### src/rtl/axi_burst_addr_gen_if.sv
// Command and beat channel bundle for axi_burst_addr_gen.
// slave: the address generator's view. master: the driving side's view.
interface axi_burst_addr_gen_if #(
  parameter int ADDR_WIDTH = 32,
  parameter int ID_WIDTH   = 4
);
  logic                  cmd_valid_i;
  logic                  cmd_ready_o;
  logic [ID_WIDTH-1:0]   cmd_id_i;
  logic [ADDR_WIDTH-1:0] cmd_addr_i;
  logic [7:0]            cmd_len_i;
  logic [2:0]            cmd_size_i;
  logic [1:0]            cmd_burst_i;

  logic                  beat_valid_o;
  logic                  beat_ready_i;
  logic [ID_WIDTH-1:0]   beat_id_o;
  logic [ADDR_WIDTH-1:0] beat_addr_o;
  logic [7:0]            beat_idx_o;
  logic                  beat_last_o;
  logic                  beat_err_o;

  modport slave (
    input  cmd_valid_i, cmd_id_i, cmd_addr_i, cmd_len_i, cmd_size_i, cmd_burst_i,
    input  beat_ready_i,
    output cmd_ready_o,
    output beat_valid_o, beat_id_o, beat_addr_o, beat_idx_o, beat_last_o, beat_err_o
  );

  modport master (
    output cmd_valid_i, cmd_id_i, cmd_addr_i, cmd_len_i, cmd_size_i, cmd_burst_i,
    output beat_ready_i,
    input  cmd_ready_o,
    input  beat_valid_o, beat_id_o, beat_addr_o, beat_idx_o, beat_last_o, beat_err_o
  );
endinterface

### src/rtl/axi_burst_addr_gen.sv
// AXI burst address generator: turns one accepted AW/AR command into its
// per-beat address sequence (FIXED / INCR / WRAP) and flags illegal commands.
// Illegal commands still produce len+1 beats, all at the start address.
// Optional macro AXI_BURST_4KB_CHECK_EN: also flags INCR bursts crossing a
// 4KB boundary (addresses are still generated as INCR).
module axi_burst_addr_gen #(
  parameter int ADDR_WIDTH = 32,
  parameter int ID_WIDTH   = 4,
  parameter int DATA_WIDTH = 64
) (
  input  logic                 aclk,
  input  logic                 aresetn,
  axi_burst_addr_gen_if.slave  bus
);

  localparam int         MAX_SIZE    = $clog2(DATA_WIDTH / 8);
  localparam logic [1:0] BURST_FIXED = 2'b00;
  localparam logic [1:0] BURST_INCR  = 2'b01;
  localparam logic [1:0] BURST_WRAP  = 2'b10;

  typedef enum logic {IDLE, BURST} state_t;

  state_t                state_q, state_d;
  logic [ADDR_WIDTH-1:0] addr_q, lower_q, wsize_q;
  logic [7:0]            idx_q, len_q;
  logic [2:0]            size_q;
  logic [1:0]            burst_q;
  logic [ID_WIDTH-1:0]   id_q;
  logic                  err_q, hold_q;

  logic                  cmd_hs, beat_hs, beat_last;
  logic [8:0]            cmd_beats;
  logic [ADDR_WIDTH-1:0] cmd_bytes, cmd_mask, cmd_wsize;
  logic                  err_base, err_4k;
  logic [ADDR_WIDTH-1:0] beat_bytes, incr_addr, next_addr;

  assign beat_last = (state_q == BURST) && (idx_q == len_q);
  assign beat_hs   = (state_q == BURST) && bus.beat_ready_i;
  assign cmd_hs    = bus.cmd_valid_i && bus.cmd_ready_o;

  assign bus.cmd_ready_o  = (state_q == IDLE) || (beat_hs && beat_last);
  assign bus.beat_valid_o = (state_q == BURST);
  assign bus.beat_last_o  = beat_last;
  assign bus.beat_addr_o  = addr_q;
  assign bus.beat_idx_o   = idx_q;
  assign bus.beat_id_o    = id_q;
  assign bus.beat_err_o   = err_q;

  assign cmd_beats = {1'b0, bus.cmd_len_i} + 9'd1;
  assign cmd_bytes = ADDR_WIDTH'(1) << bus.cmd_size_i;
  assign cmd_mask  = cmd_bytes - ADDR_WIDTH'(1);
  assign cmd_wsize = ADDR_WIDTH'(cmd_beats) << bus.cmd_size_i;

  // Legality checks on the incoming command that force the burst to the start address.
  always_comb begin
    err_base = 1'b0;
    if (bus.cmd_burst_i == 2'b11)
      err_base = 1'b1;
    if (int'(bus.cmd_size_i) > MAX_SIZE)
      err_base = 1'b1;
    if (bus.cmd_burst_i == BURST_WRAP) begin
      if (!(bus.cmd_len_i == 8'd1 || bus.cmd_len_i == 8'd3 ||
            bus.cmd_len_i == 8'd7 || bus.cmd_len_i == 8'd15))
        err_base = 1'b1;
      if ((bus.cmd_addr_i & cmd_mask) != '0)
        err_base = 1'b1;
    end
    if (bus.cmd_burst_i == BURST_FIXED && bus.cmd_len_i > 8'd15)
      err_base = 1'b1;
  end

`ifdef AXI_BURST_4KB_CHECK_EN
  logic [16:0] page_off, page_span;
  assign page_off  = {5'b0, bus.cmd_addr_i[11:0] & ~cmd_mask[11:0]};
  assign page_span = 17'(cmd_beats) << bus.cmd_size_i;
  assign err_4k    = (bus.cmd_burst_i == BURST_INCR) && ((page_off + page_span) > 17'd4096);
`else
  assign err_4k    = 1'b0;
`endif

  assign beat_bytes = ADDR_WIDTH'(1) << size_q;
  assign incr_addr  = (addr_q & ~(beat_bytes - ADDR_WIDTH'(1))) + beat_bytes;

  // Address of the following beat: held, incrementing, or wrapping back to the lower bound.
  always_comb begin
    next_addr = incr_addr;
    if (hold_q)
      next_addr = addr_q;
    else if (burst_q == BURST_WRAP && incr_addr == lower_q + wsize_q)
      next_addr = lower_q;
  end

  // State register.
  always_ff @(posedge aclk or negedge aresetn) begin
    if (!aresetn) state_q <= IDLE;
    else          state_q <= state_d;
  end

  // Next-state logic: back-to-back bursts stay in BURST with no bubble.
  always_comb begin
    state_d = state_q;
    case (state_q)
      IDLE:    if (cmd_hs) state_d = BURST;
      BURST:   if (beat_hs && beat_last) state_d = cmd_hs ? BURST : IDLE;
      default: state_d = IDLE;
    endcase
  end

  // Command capture on acceptance and per-beat address/index advance.
  always_ff @(posedge aclk or negedge aresetn) begin
    if (!aresetn) begin
      addr_q  <= '0;
      lower_q <= '0;
      wsize_q <= '0;
      idx_q   <= '0;
      len_q   <= '0;
      size_q  <= '0;
      burst_q <= '0;
      id_q    <= '0;
      err_q   <= 1'b0;
      hold_q  <= 1'b0;
    end else if (cmd_hs) begin
      addr_q  <= bus.cmd_addr_i;
      lower_q <= bus.cmd_addr_i & ~(cmd_wsize - ADDR_WIDTH'(1));
      wsize_q <= cmd_wsize;
      idx_q   <= '0;
      len_q   <= bus.cmd_len_i;
      size_q  <= bus.cmd_size_i;
      burst_q <= bus.cmd_burst_i;
      id_q    <= bus.cmd_id_i;
      err_q   <= err_base || err_4k;
      hold_q  <= err_base || (bus.cmd_burst_i == BURST_FIXED);
    end else if (beat_hs && !beat_last) begin
      addr_q  <= next_addr;
      idx_q   <= idx_q + 8'd1;
    end
  end

endmodule
### src/flat_wrapper.sv
// flat-port wrapper written by rule: the top's interface ports become plain ports
module axi_burst_addr_gen_flat 
#(
  parameter int ADDR_WIDTH = 32,
  parameter int ID_WIDTH   = 4,
  parameter int DATA_WIDTH = 64
)
  (aclk, aresetn, bus_cmd_valid_i, bus_cmd_id_i, bus_cmd_addr_i, bus_cmd_len_i, bus_cmd_size_i, bus_cmd_burst_i, bus_beat_ready_i, bus_cmd_ready_o, bus_beat_valid_o, bus_beat_id_o, bus_beat_addr_o, bus_beat_idx_o, bus_beat_last_o, bus_beat_err_o);
  axi_burst_addr_gen_if #(.ADDR_WIDTH(ADDR_WIDTH), .ID_WIDTH(ID_WIDTH)) bus_i ();
  input  logic aclk;
  input  logic aresetn;
  input wire logic [$bits(bus_i.cmd_valid_i)-1:0] bus_cmd_valid_i;
  input wire logic [$bits(bus_i.cmd_id_i)-1:0] bus_cmd_id_i;
  input wire logic [$bits(bus_i.cmd_addr_i)-1:0] bus_cmd_addr_i;
  input wire logic [$bits(bus_i.cmd_len_i)-1:0] bus_cmd_len_i;
  input wire logic [$bits(bus_i.cmd_size_i)-1:0] bus_cmd_size_i;
  input wire logic [$bits(bus_i.cmd_burst_i)-1:0] bus_cmd_burst_i;
  input wire logic [$bits(bus_i.beat_ready_i)-1:0] bus_beat_ready_i;
  output wire logic [$bits(bus_i.cmd_ready_o)-1:0] bus_cmd_ready_o;
  output wire logic [$bits(bus_i.beat_valid_o)-1:0] bus_beat_valid_o;
  output wire logic [$bits(bus_i.beat_id_o)-1:0] bus_beat_id_o;
  output wire logic [$bits(bus_i.beat_addr_o)-1:0] bus_beat_addr_o;
  output wire logic [$bits(bus_i.beat_idx_o)-1:0] bus_beat_idx_o;
  output wire logic [$bits(bus_i.beat_last_o)-1:0] bus_beat_last_o;
  output wire logic [$bits(bus_i.beat_err_o)-1:0] bus_beat_err_o;
  assign bus_i.cmd_valid_i = bus_cmd_valid_i;
  assign bus_i.cmd_id_i = bus_cmd_id_i;
  assign bus_i.cmd_addr_i = bus_cmd_addr_i;
  assign bus_i.cmd_len_i = bus_cmd_len_i;
  assign bus_i.cmd_size_i = bus_cmd_size_i;
  assign bus_i.cmd_burst_i = bus_cmd_burst_i;
  assign bus_i.beat_ready_i = bus_beat_ready_i;
  assign bus_cmd_ready_o = bus_i.cmd_ready_o;
  assign bus_beat_valid_o = bus_i.beat_valid_o;
  assign bus_beat_id_o = bus_i.beat_id_o;
  assign bus_beat_addr_o = bus_i.beat_addr_o;
  assign bus_beat_idx_o = bus_i.beat_idx_o;
  assign bus_beat_last_o = bus_i.beat_last_o;
  assign bus_beat_err_o = bus_i.beat_err_o;
  axi_burst_addr_gen #(.ADDR_WIDTH(ADDR_WIDTH), .ID_WIDTH(ID_WIDTH), .DATA_WIDTH(DATA_WIDTH)) u_core (.aclk(aclk), .aresetn(aresetn), .bus(bus_i));
endmodule
### config.mk
export PLATFORM = sky130hd
export DESIGN_NAME = axi_burst_addr_gen_flat
export DESIGN_NICKNAME = d
export VERILOG_FILES = /design/src/rtl/axi_burst_addr_gen_if.sv /design/src/rtl/axi_burst_addr_gen.sv /design/src/flat_wrapper.sv
export SDC_FILE = /design/constraint.sdc
export NUM_CORES = 1
export LEC_CHECK = 0
export CAP_MARGIN = 20
export CORE_UTILIZATION = 50
export CTS_BUF_LIST = sky130_fd_sc_hd__clkbuf_8
export DETAILED_ROUTE_END_ITERATION = 10
export GPL_ROUTABILITY_DRIVEN = 0
export PLACE_DENSITY = 0.73
export SLEW_MARGIN = 20
export SYNTH_ARGS = -nofsm -noshare
export SYNTH_HDL_FRONTEND = slang
export SYNTH_SLANG_ARGS = --single-unit
### constraint.sdc
create_clock -name aclk -period 4.4 [get_ports aclk]
set_input_delay 1.32 -clock aclk [delete_from_list [all_inputs] [get_ports aclk]]
set_output_delay 1.32 -clock aclk [all_outputs]
set_load 0.01 [all_outputs]
==> results of run 1 <==
-- worst paths after layout --
kind,to,depth (start not counted)
min reg2reg,u_core.bus.beat_id_o[0],2
max reg2reg,u_core.bus.beat_addr_o[17],16
min,u_core.bus.beat_id_o[0],2
max in group asynchronous,u_core.bus.beat_addr_o[14],2
max,u_core.bus.beat_addr_o[17],16
min in group asynchronous,u_core.bus.beat_addr_o[6],1
-- placed cells by master, fill, tap and decap left out, types with 5 or more instances in the layout --
| cell | instances |
|---|---|
| nor3_1 | 16 |
| xor2_1 | 34 |
| nor3_2 | 5 |
| nand3b_1 | 5 |
| or2_2 | 6 |
| xnor2_1 | 55 |
| nor2b_1 | 10 |
| dfrtp_1 | 107 |
| ha_1 | 23 |
| or3_1 | 7 |
| buf_12 | 5 |
| a211oi_1 | 17 |
| o211ai_1 | 17 |
| and4_1 | 8 |
| nand2_1 | 170 |
| clkbuf_8 | 10 |
| nand4_1 | 20 |
| clkdlybuf4s50_1 | 96 |
| xnor3_1 | 7 |
| a21o_1 | 14 |
| inv_1 | 20 |
| o21ai_0 | 46 |
| mux4_2 | 5 |
| nor2_1 | 46 |
| a22oi_1 | 22 |
| nand3_1 | 40 |
| and3_1 | 18 |
| nand2b_1 | 11 |
| o21ai_1 | 20 |
| nor4_1 | 11 |
| a22o_1 | 9 |
| a21oi_1 | 38 |
| buf_4 | 123 |
| buf_6 | 10 |
| and2_1 | 12 |
| nor3b_1 | 9 |
| mux2i_1 | 38 |
| o21a_1 | 8 |
-- area by class of cell --
type	instances	area, um^2	share of cell area, %
clock buffer	10	138	1.18
multi-input combinational	870	6230	53.3
inverter	23	86.3	0.739
sequential	108	2700	23.1
clock inverter	6	90.1	0.771
tap	225	282	2.41
timing repair buffer	238	2160	18.5
-- registers in the layout, indices dropped and copies added, names as in the netlist --
signal	flops
u_core.lower_q	32
u_core.bus.beat_err_o	1
u_core.burst_q	2
u_core.bus.beat_id_o	4
u_core.hold_q	1
u_core.len_q	8
u_core.wsize_q	16
u_core.bus.beat_idx_o	8
u_core.bus.beat_valid_o	1
u_core.size_q	3
u_core.bus.beat_addr_o	32
-- power by group --
part           leakage, nW  internal [W]  switching (W)
Sequential            1.38       0.00138       0.000552
Clock                0.111      0.000295       0.000410
Combinational         3.44       0.00181        0.00180
Total                 4.93       0.00349        0.00277
-- through the flow --
step	TNS (ps)	power, W	util [%]	hold slack (ps)	setup WS, ps
floorplan	0	0.00411	-	438	10.4
global placement	-4840	0.00518	62.5	457	-321
detailed placement	-7950	0.00525	62.5	462	-472
CTS	0	0.00603	64.9	491	18.5
global route	-4420	0.00665	66.6	531	-176
finish	-8.49	0.00626	66.6	489	-8.49
-- per-layer routing --
metal  track usage, %  up-vias  routed length [um]
met2             48.8      407               13300
li1                 -     4280                   -
met4             11.7        0                 861
met3             5.11       65                2220
met1             45.4     4453               13000
met5                0        -                   0
-- what timing repair did --
item,in CTS,in global routing
gates cloned,1,1
gates resized for setup,15,39
pin swaps,6,23
endpoints found under the setup margin,24,50
buffers inserted,9,16
-- tightest hold or removal path, cell delays in order, from the launching register on --
cell     delay [ps]
dfrtp_1         360
nand2_1          50
nand2_1          50
-- cell families (layout without fill, tap and decap cells) --
family,Yosys count,after routing
compound gates,268,268
flops,108,108
fa+ha+maj,28,28
mux,50,50
simple gates,424,424
xor+xnor,100,100
buf+inv,89,277
==> results.py, run 1 <==
metrics = {
    "logic_synthesis": {
        "syn_nets": 1148,
        "ys_top_cells_by_area": "dfrtp_1 (30%), nand2_1 (7.1%), xnor2_1 (5.3%)",
        "ys_types": 101,
        "synth_common_cells": "nand2_1 (171), dfrtp_1 (108), xnor2_1 (55)",
        "synth_top_family_by_area": "simple AND/OR/NAND/NOR gates",
        "synth-seq-cells": 108,
        "synth_seq_area_share_pct": 29.8,
        "netlist_instances": 1067,
        "synthArstFlopShare_pct": 100,
        "avgSynthCellArea_um2": 8.51,
        "yosys.area.top_type": "dfrtp_1",
        "synth_warnings": 0,
        "synthFlopType": "dfrtp_1",
        "synth_compound_area_share_pct": 21.2,
        "synth_edf_count": 0,
        "yosysTopAreaCellShare_pct": 29.8,
        "synthSimpleGateAreaFrac_pct": 23.5,
        "synthXorXnorAreaFrac_pct": 11.0,
        "synth_most_common_cell": "nand2_1",
        "synthAdderAreaFrac_pct": 3.94,
        "muxShareOfSynthArea_pct": 6.40,
        "syn_area_mm2": 0.00908,
    },
    "timing": {
        "fin_crit_sh_pct": 100,
        "tightest_slew_ps": 877,
        "rsz0062_at_grt": "yes",
        "slew_violations": 0,
        "finalSetupViolations": 1,
        "fin_skew_ps": 30.4,
        "layout_setup_ws_ps": -8.49,
        "timing.fmax_mhz": 227,
        "slew_headroom_pct": 41.5,
        "hold_violations": 0,
        "post-route-min-period_ps": 4410,
    },
    "die": {
        "die_height_um": 137,
        "die_area_mm2": 0.0187,
        "coreArea_mm2": 0.0175,
        "initial_core_util_pct": 51.8,
        "num_rows": 48,
        "ios": 101,
        "die_w_um": 137,
    },
    "setup_path": {
        "critical_path_buf_inv_count": 3,
        "crit_arrival_ps": 4760,
        "crit_fanout": 13,
        "worst-r2r-setup-slack_ps": -8,
        "timing.critical_path.from": "u_core.size_q[2]",
        "required_ps": 4750,
        "cp-start-kind": "flop",
        "worstPathCellList": "buf_6, nor4b_1, ha_2, a21o_1, a32oi_4, o21ai_4, a32oi_4, buf_4, a41oi_1, o211ai_1, a2111oi_4, nand4_1, nor4_4, buf_6, mux2i_1, a221o_1",
        "cpLargestDelayFamily": "compound AO/OA/AOI/OAI gates",
        "cp-end-kind": "flop",
        "critPathMaxStageDelay_ps": 440,
        "cp_slowest_cell": "dfrtp_1",
        "crit_type": "flop to flop",
        "worstReg2RegStart": "u_core.size_q[2]",
    },
    "run_status": {
        "violations": "negative setup slack",
        "status": "finished, violations left",
    },
    "worst_hold_path": {
        "worstHoldStart": "u_core.bus.beat_id_o[0]",
        "worstHoldPathType": "flop to flop",
    },
    "flow_run": {
        "cap_viol_max_count": 0,
    },
    "routing": {
        "drt_iter0_markers": 871,
        "drc": 0,
        "first_pass_iters": 5,
        "drtAntennaViolNets": 0,
        "routed_wl_um": 29400,
        "num_vias": 9205,
        "wl_per_cell_um": 19.8,
        "vias_per_cell": 6.22,
    },
    "cells_and_area": {
        "final_cells": 1480,
        "diodes": 0,
        "nFillCells": 1486,
        "synthToLayoutAreaGrowth_pct": 28.8,
        "drive_above_1_share_pct": 17.9,
        "design_area_mm2": 0.0117,
        "final_nets": 1331,
    },
    "cts": {
        "numCtsBuffers": 9,
        "htreeDepth": 3,
        "cts.sinks": 108,
        "cts_buffer_depth": 2,
        "hold_buffers": 0,
        "cts_tree": "built",
        "root_buffer": "clkbuf_8",
        "cts.clk_slew.worst_paths_ps": 120,
        "clk_latency_ps": 410,
    },
    "global_route": {
        "grt-ovfl-total": 0,
        "grt_pass1_wl_um": 45700,
        "grt_antenna_before_repair": 0,
        "grt_pass1_vias": 8394,
        "grt.total_usage_pct": 32.0,
        "grt_max_degree": 71,
    },
    "placed_design": {
        "port_buffers": 100,
        "placed_area_mm2": 0.0110,
        "hpwl_um": 21600,
        "dp_cells": 1437,
    },
    "power_and_ir_drop": {
        "p_leak_nw": 4.93,
        "powerDensity_mw_per_mm2": 535,
        "ir_drop_v": 0.000324,
    },
}
Power figures use the tool's default switching activity.
==> inputs of run 2 (changes only) <==
==> constraint.sdc (replaced) <==
create_clock -name aclk -period 4 [get_ports aclk]
set_input_delay 1.2 -clock aclk [delete_from_list [all_inputs] [get_ports aclk]]
set_output_delay 1.2 -clock aclk [all_outputs]
set_load 0.01 [all_outputs]
==> run 2 against run 1 <==
The run still ends with negative setup slack left. Register-to-register slack worse by 320 ps. Via count is 4.3% higher. Sequential share of layout area shrank 1.4 points. Maximum frequency grew 1.8%. Non-clock buffer count grew 76. Sequential power is 8% higher. Clock-buffer cell count unchanged. Setup slack worse by 320 ps. Utilization increased by 4.2 points. Combinational power rose by 22%.
==> results.py, run 2 (synthesized netlist as in run 1, its figures left out) <==
metrics = {
    "setup_path": {
        "worst-r2r-setup-slack_ps": -330,
        "rr_endpoint": "u_core.bus.beat_addr_o[9]",
        "cp_slowest_cell": "or4_1",
        "crit_arrival_ps": 4600,
        "crit_fanout": 7,
        "worstPathCellList": "buf_6, buf_4, nor4b_4, ha_2, a21o_1, a32oi_2, buf_4, o21a_1, buf_4, or4_1, o311ai_2, xnor2_1, nor2_1, nand4_1, nor4_4, buf_12, buf_12, buf_6, mux2i_2, o211ai_1",
        "cp-start-kind": "flop",
        "cpMostUsedCell": "buf_4",
        "r2r_cells": 20,
        "required_ps": 4270,
        "critPathMaxStageDelay_ps": 480,
        "cpLargestDelayFamily": "simple AND/OR/NAND/NOR gates",
        "cp-end-kind": "flop",
        "critical_path_buf_inv_count": 7,
        "crit_type": "flop to flop",
        "worstReg2RegStart": "u_core.size_q[2]",
    },
    "timing": {
        "rsz0062_at_grt": "yes",
        "finalSetupViolations": 32,
        "fin_crit_sh_pct": 108,
        "post-route-min-period_ps": 4330,
        "timing.fmax_mhz": 231,
        "slew_violations": 0,
        "hold_violations": 0,
        "layout_setup_ws_ps": -331,
        "tightest_slew_ps": 707,
        "fin_skew_ps": 29.7,
        "slew_headroom_pct": 52.8,
    },
    "run_status": {
        "violations": "negative setup slack",
        "status": "finished, violations left",
    },
    "global_route": {
        "grt_pass1_wl_um": 48300,
        "grt_antenna_before_repair": 0,
        "grt_pass1_vias": 9037,
        "use_met2_pct": 52.8,
        "grt-ovfl-total": 0,
        "grt_max_degree": 82,
        "busiest_layer": "met2",
        "grt_util_met3_pct": 6.81,
        "grt_use_met1_pct": 45.4,
        "grt.total_usage_pct": 34.0,
    },
    "power_and_ir_drop": {
        "power_w": 0.00719,
        "powerDensity_mw_per_mm2": 579,
        "ir_drop_v": 0.000288,
        "p_leak_nw": 5.33,
    },
    "placed_design": {
        "dp_slack_ps": -592,
        "dp_cells": 1498,
        "port_buffers": 100,
        "hpwl_um": 22700,
    },
    "cts": {
        "htreeDepth": 3,
        "cts_buffer_depth": 2,
        "hold_buffers": 0,
        "root_buffer": "clkbuf_8",
        "cts.sinks": 108,
        "cts.clk_slew.worst_paths_ps": 100,
        "clk_latency_ps": 410,
        "cts_tree": "built",
        "numCtsBuffers": 9,
    },
    "worst_hold_path": {
        "worstHoldPathType": "flop to flop",
        "worstHoldStart": "u_core.wsize_q[10]",
        "hold-path-cell-count": 2,
        "hold_path_end": "u_core.wsize_q[10]",
    },
    "cells_and_area": {
        "synthToLayoutAreaGrowth_pct": 36.9,
        "final_nets": 1407,
        "final_cells": 1556,
        "nFillCells": 1339,
        "drive_above_1_share_pct": 24.3,
        "final_common_cell": "buf_4",
        "layout_common_cells": "buf_4 (195), nand2_1 (169), dfrtp_1 (108)",
        "diodes": 0,
    },
    "die": {
        "die_height_um": 137,
        "num_rows": 48,
        "coreArea_mm2": 0.0175,
        "ios": 101,
        "die_w_um": 137,
        "initial_core_util_pct": 51.8,
        "die_area_mm2": 0.0187,
    },
    "routing": {
        "first_pass_iters": 5,
        "vias_per_cell": 6.17,
        "wl_per_cell_um": 20.1,
        "drtAntennaViolNets": 0,
        "num_vias": 9597,
        "drc": 0,
        "drt_iter0_markers": 1028,
        "routed_wl_um": 31200,
    },
    "flow_run": {
        "cap_viol_max_count": 0,
    },
}
==> run 2: cell count changes in the layout (fill, tap and decap cells not counted), sizes merged <==
cell	change
clkbuf	+1
inv	+2
bufinv	-1
clkdlybuf4s15	+2
clkinv	-1
dlygate4sd2	+2
clkdlybuf4s50	-4
dlymetal6s2s	-2
buf	+77
==> run 2: where the power goes <==
part	switching (W)	internal (W)	leakage, nW	total [W]
Combinational	0.00214	0.00227	3.85	0.00441
Sequential	0.000563	0.00152	1.38	0.00209
Clock	0.000435	0.000258	0.101	0.000693
Total	0.00314	0.00405	5.33	0.00719
==> run 2: metal layers <==
layer | part of all wire, % | vias up
met5 | 0 | -
li1 | - | 4421
met2 | 46 | 517
met3 | 9.1 | 93
met1 | 41 | 4566
met4 | 4.0 | 0
==> run 2: what timing repair did <==
item                                    in CTS  in global routing
pin swaps                                   29                 24
gates resized for setup                     40                 41
buffers inserted                            30                 15
endpoints found under the setup margin      51                 50
==> run 2: layout make-up <==
type	instances	area (um^2)	share of cell area (%)
clock buffers	10	138	1.11
clock inverters	6	58.8	0.473
inverters	23	86.3	0.695
multi-input cells	870	6400	51.5
flip-flops and latches	108	2700	21.7
well taps	225	282	2.27
repair buffers	314	2760	22.2
==> run 2: per-stage QoR <==
stage	hold WS, ps	area, um^2	utilization [%]	setup TNS (ps)
CTS	494	12200	69.3	-4570
floorplan	438	9200	-	-2890
finish	491	12400	70.9	-7160
detailed placement	468	11500	65.9	-15950
global placement	463	11500	65.9	-13510
global route	528	12400	70.9	-12940
==> run 2: how the worst max path moves through the flow <==
stage                     startpoint  cells past startpoint                   endpoint  slack (ps)
finish              u_core.size_q[2]                     20  u_core.bus.beat_addr_o[9]        -330
global route        u_core.size_q[0]                     20  u_core.bus.beat_addr_o[9]        -500
CTS                 u_core.size_q[2]                     19  u_core.bus.beat_addr_o[9]        -200
detailed placement  bus_cmd_len_i[0]                     15         u_core.lower_q[15]        -590
global placement    bus_cmd_len_i[0]                     15         u_core.lower_q[15]        -510
floorplan           u_core.size_q[1]                     20  u_core.bus.beat_addr_o[4]        -150
==> run 2: worst register-to-register path, cell delays in order, from the launching register on <==
cell,delay [ps]
dfrtp_1,420
buf_6,140
buf_4,140
nor4b_4,270
ha_2,240
a21o_1,110
a32oi_2,100
buf_4,170
o21a_1,240
buf_4,170
or4_1,480
o311ai_2,140
xnor2_1,170
nor2_1,120
nand4_1,170
nor4_4,390
buf_12,160
buf_12,130
buf_6,100
mux2i_2,220
o211ai_1,130
